<file path="config.mk">
export PLATFORM = sky130hd
export DESIGN_NAME = mem_interface
export DESIGN_NICKNAME = d
export VERILOG_FILES = /design/src/rtl/mem_if_pkg.sv /design/src/rtl/mem_wait_counter.sv /design/src/rtl/mem_interface.sv
export SDC_FILE = /design/constraint.sdc
export NUM_CORES = 1
export LEC_CHECK = 0
export ABC_AREA = 1
export BUFFER_PORTS_ARGS = -buffer_cell sky130_fd_sc_hd__buf_2
export CAP_MARGIN = 20
export CORE_MARGIN = 2
export CORE_UTILIZATION = 50
export CTS_CLUSTER_DIAMETER = 100
export DETAILED_ROUTE_END_ITERATION = 10
export GPL_TIMING_DRIVEN = 0
export PLACE_DENSITY_LB_ADDON = 0.3
export REMOVE_ABC_BUFFERS = 1
export SLEW_MARGIN = 30
export SYNTH_ARGS = -nofsm -noshare
export SYNTH_HDL_FRONTEND = slang
export SYNTH_SLANG_ARGS = --single-unit
</file>
<file path="constraint.sdc">
create_clock -name Clock -period 2.25 [get_ports Clock]
set_clock_uncertainty 0.05 [all_clocks]
set_input_delay 0.3375 -clock Clock [delete_from_list [all_inputs] [get_ports Clock]]
set_output_delay 0.3375 -clock Clock [all_outputs]
set_load 0.02 [all_outputs]
</file>
<file path="src/rtl/mem_if_pkg.sv">
// Shared definitions for the multicycle memory interface: state and
// operation encodings plus the default geometry of the word RAM.
package mem_if_pkg;

  localparam int MEM_ADDR_W = 9;
  localparam int MEM_DATA_W = 32;
  localparam int MAX_WAIT   = 15;

  // Width of the wait-state counter; must be able to hold MAX_WAIT.
  localparam int WAIT_CNT_W = 4;

  typedef enum logic [1:0] {
    IDLE   = 2'd0,
    WAIT   = 2'd1,
    ACCESS = 2'd2,
    DONE   = 2'd3
  } memState_e;

  typedef enum logic {
    LOAD  = 1'b0,
    STORE = 1'b1
  } memOp_e;

endpackage

</file>
<file path="src/rtl/mem_wait_counter.sv">
// Loadable down-counter that times the WAIT state. The terminal-count
// flag is raised while the count sits at 1, i.e. in the last wait cycle,
// so the FSM can leave WAIT on that cycle.
module mem_wait_counter
  import mem_if_pkg::*;
(
  input  logic                  clk,
  input  logic                  rst,
  input  logic                  load,
  input  logic [WAIT_CNT_W-1:0] loadVal,
  input  logic                  en,
  output logic                  tc
);

  logic [WAIT_CNT_W-1:0] count;

  // Load on request acceptance, otherwise count down while enabled; stop at zero.
  always_ff @(posedge clk) begin
    if (rst) begin
      count <= '0;
    end else if (load) begin
      count <= loadVal;
    end else if (en && (count != '0)) begin
      count <= count - WAIT_CNT_W'(1);
    end
  end

  assign tc = (count == WAIT_CNT_W'(1));

endmodule

</file>
<file path="src/rtl/mem_interface.sv">
// Multicycle memory controller between the MAR/MDR pair and a synchronous
// word RAM. A rising edge on Read or write (while idle) latches the address
// and store data, waits WAIT_STATES cycles, performs one RAM access and
// pulses done; load data is returned on rdata and held afterwards.
module mem_interface
  import mem_if_pkg::*;
#(
  parameter int ADDR_W      = MEM_ADDR_W,
  parameter int DATA_W      = MEM_DATA_W,
  parameter int WAIT_STATES = 1
) (
  input  logic              Clock,
  input  logic              Reset,
  input  logic              Read,
  input  logic              write,
  input  logic [ADDR_W-1:0] addr,
  input  logic [DATA_W-1:0] wdata,
  output logic [DATA_W-1:0] rdata,
  output logic              busy,
  output logic              done,
  output logic              err,
  output logic [ADDR_W-1:0] ram_addr,
  output logic [DATA_W-1:0] ram_data,
  output logic              ram_we,
  input  logic [DATA_W-1:0] ram_q
);

  if (WAIT_STATES < 0 || WAIT_STATES > MAX_WAIT) begin : gWaitRange
    $error("mem_interface: WAIT_STATES must lie in 0..15");
  end

  localparam logic [1:0] S_IDLE   = IDLE;
  localparam logic [1:0] S_WAIT   = WAIT;
  localparam logic [1:0] S_ACCESS = ACCESS;
  localparam logic [1:0] S_DONE   = DONE;

  localparam logic [WAIT_CNT_W-1:0] WAIT_INIT = WAIT_CNT_W'(WAIT_STATES);
  localparam bit                    HAS_WAIT  = (WAIT_STATES > 0);

  logic [1:0]        state;
  logic              readPrev;
  logic              writePrev;
  logic              readRise;
  logic              writeRise;
  logic              bothRise;
  logic              accept;
  memOp_e            op;
  logic [ADDR_W-1:0] addrLatch;
  logic [DATA_W-1:0] dataLatch;
  logic [DATA_W-1:0] holdReg;
  logic              errReg;
  logic              waitTc;

  // Requests are edges against the previous-cycle levels, so a level held
  // through done never re-triggers. Simultaneous edges are rejected.
  assign readRise  = Read  & ~readPrev;
  assign writeRise = write & ~writePrev;
  assign bothRise  = readRise & writeRise;
  assign accept    = (state == S_IDLE) && (readRise ^ writeRise);

  // Registered copies of the request levels, updated in every state.
  always_ff @(posedge Clock) begin
    if (Reset) begin
      readPrev  <= 1'b0;
      writePrev <= 1'b0;
    end else begin
      readPrev  <= Read;
      writePrev <= write;
    end
  end

  // One-cycle error pulse when both request lines rise together.
  always_ff @(posedge Clock) begin
    if (Reset) begin
      errReg <= 1'b0;
    end else begin
      errReg <= bothRise;
    end
  end

  // Wait-state timer, loaded with WAIT_STATES when a request is accepted.
  mem_wait_counter uWaitCnt (
    .clk     (Clock),
    .rst     (Reset),
    .load    (accept),
    .loadVal (WAIT_INIT),
    .en      (state == S_WAIT),
    .tc      (waitTc)
  );

  // Access sequencer: IDLE -> [WAIT x WAIT_STATES] -> ACCESS -> DONE -> IDLE.
  always_ff @(posedge Clock) begin
    if (Reset) begin
      state <= S_IDLE;
    end else begin
      case (state)
        S_IDLE: begin
          if (accept) begin
            state <= HAS_WAIT ? S_WAIT : S_ACCESS;
          end
        end
        S_WAIT: begin
          if (waitTc) begin
            state <= S_ACCESS;
          end
        end
        S_ACCESS: state <= S_DONE;
        S_DONE:   state <= S_IDLE;
        default:  state <= S_IDLE;
      endcase
    end
  end

  // Address, store data and operation are captured once per accepted request
  // and drive the RAM pins directly until the next request replaces them.
  always_ff @(posedge Clock) begin
    if (Reset) begin
      addrLatch <= '0;
      dataLatch <= '0;
      op        <= LOAD;
    end else if (accept) begin
      addrLatch <= addr;
      dataLatch <= wdata;
      op        <= writeRise ? STORE : LOAD;
    end
  end

  // Load result hold register; the RAM output is only valid in DONE.
  always_ff @(posedge Clock) begin
    if (Reset) begin
      holdReg <= '0;
    end else if ((state == S_DONE) && (op == LOAD)) begin
      holdReg <= ram_q;
    end
  end

  // Output decode: load data bypasses the hold register in its DONE cycle.
  always_comb begin
    rdata = holdReg;
    if ((state == S_DONE) && (op == LOAD)) begin
      rdata = ram_q;
    end
  end

  assign busy     = (state != S_IDLE);
  assign done     = (state == S_DONE);
  assign err      = errReg;
  assign ram_addr = addrLatch;
  assign ram_data = dataLatch;
  assign ram_we   = (state == S_ACCESS) && (op == STORE);

endmodule
</file>
==> results.ini <==
[run_status]
run_status=complete, no violations

[clocking]
cts_buffers=9
cts_tree=done
clock_latency_ns=0.34
cts_sinks=83
cts_max_path_buffers=2
cts.htree.levels=3
root_buffer=clkbuf_8
path_clk_slew_ns=0.08

[floorplan]
dieArea_um2=7310
num_rows=29
core_area_um2=6390
start_util_pct=52.0
fp.dieW_um=85.5
io-pin-count=154
dieHeight_um=85.5

[timing]
finalCritPeriodShare_pct=96.5
tightest_slew_ns=0.705
final_max_slew_viol_count=0
setup_violations=0
worst_slack_ns=0.0782
finalHoldViolCount=0
hold_slack_ns=0.173
max_freq_ghz=0.460
relSlewSlack_pct=53.0
fin_crit_ns=2.17

[synthesis]
ys_warn_count=0
synth_cell_types=21
netlist.area_leader.share_pct=50.0
synth_edf_count=0
postSynth.topFlopCell=dfxtp_1
netlist_area_um2=3320
postSynthAreaPerCell_um2=7.28
yosysMostFrequentCell=nor2_1
seq_area_frac_synth_pct=50.0
synthCells=456
ys_seq_elements=83
synth-async-reset-ratio_pct=0
yosys.area.top_type=dfxtp_1
synthTopCellsByCount=nor2_1 (131), dfxtp_1 (83), inv_1 (74), nand2_1 (43)
synth_area_leaders=dfxtp_1 (50%), nor2_1 (15%), inv_1 (8.4%)

[drt]
wirelength_um=7430
num_vias=3202
avgRoutedWirePerCell_um=10.9
final_antenna_net_count=0
drc_errors=0
via_per_inst=4.71
firstDrtPassIters=4
drt_iter0_drc=99

[worst_setup_path]
end_kind=output pin
path_max_fanout=32
critical_path_arrival_ns=1.78
crit_type=register to output pin
crit_required_ns=1.86
rrSetupSlack_ns=0.35
critPathLaunchType=register

[layout]
nets=683
drive_gt1_share_pct=29.5
finalInstanceArea_um2=4250
area_delta_synth_final_pct=28.1
final-seq-area_um2=1660
diodes=0
multi_input_area_um2=1260
fillers=563

[placement]
place_ws_ns=-0.258
hpwl_um=5060
post_dp_cell_area_um2=4040
place_congestion=0.823
io_buffers=153

[worst_hold_path]
hold_path.class=input pin to register

[pwr]
powerDensity_nw_per_um2=1230
leakagePower_nw=2.51
ir_worst_vdd_v=0.000989

[flow_run]
drv_cap=0

[global_route]
overflow=0
grt_max_degree=65
grt_pass1_wl_um=11400
antenna_found_initial=0
grt_usage_pct=19.5
grt_pass1_vias=2769

[critical path, cell delays in order, from the launching register on]
cell and delay (ns):
dfxtp_1 0.39, ha_2 0.33, nand2_4 0.24, o21ai_1 0.25
inv_1 0.07, buf_2 0.16
[state kept, by name, summed over array words and instances (netlist names)]
register and count:
ram_addr 9, ram_data 32, writePrev 1, state 2, op 1, uWaitCnt.count 4
holdReg 32, readPrev 1, err 1
[routing by layer]
| layer | GRT usage, % | routed length [um] |
|---|---|---|
| met1 | 20.9 | 3090 |
| met2 | 34.4 | 3410 |
| met3 | 7.41 | 769 |
| met4 | 8.37 | 153 |
| met5 | 0 | 0 |
[stage by stage]
stage	setup TNS, ns	utilization (%)	power [mW]	instances
after global placement	-3.53	63.3	4.21	663
after global routing	-0.0549	66.6	5.64	680
after floorplan	0	-	3.56	433
after detailed placement	-4.50	63.3	4.28	663
final	0	66.6	5.24	680
after CTS	0	66.3	5.26	679
[area by class of cell]
type                    count  share of cell area [%]
inverters                  77                    6.85
flip-flops and latches     83                    39.1
multi-input cells         274                    29.6
clock inverters             4                   0.588
repair buffers            153                    18.0
clock buffers              12                    3.65
well taps                  77                    2.26
[cell families (layout without fill, tap and decap cells)]
family	count (synthesis)	after routing	share of synthesized area, %
and+or+nand+nor	185	186	21.9
DFF	83	83	50.0
AOI/OAI and AO/OA	80	80	12.1
buffers and inverters	100	246	13.0
adders and majority gates	8	8	3.01
[final timing paths]
| path | cells past startpoint | to | start |
|---|---|---|---|
| max | 5 | rdata[8] | state[1] |
| min | 3 | writePrev | write |
| max reg2reg | 7 | uWaitCnt.count[1] | writePrev |
| min reg2reg | 2 | ram_addr[0] | ram_addr[0] |
[placed cells by master, fill, tap and decap left out, types with 2 or more instances in the layout]
cell	netlist	final
a21oi_1	5	5
buf_2	6	153
clkbuf_8	0	11
clkinv_2	0	2
clkinvlp_4	0	2
dfxtp_1	83	83
ha_1	8	7
inv_1	74	74
inv_2	3	2
nand2_1	43	43
nand2_4	1	2
nand3_1	4	4
nand4_1	2	2
nor2_1	131	131
o21ai_0	37	37
o21ai_1	37	36
[timing repair]
action | in CTS | in global routing
cloned | 0 | 1
buffers inserted | 0 | 0
endpoints found under the setup margin | 21 | 25
gates resized for setup | 2 | 4
pin swaps | 0 | 1
hold buffers | 0 | 0
[power breakdown]
part,internal [mW],switching (mW),leakage (nW)
logic,0.750,1.52,1.74
clock network,0.458,0.499,0.0884
registers,1.84,0.164,0.681
total,3.05,2.18,2.51
No activity file was read; power rests on OpenSTA's default activity.
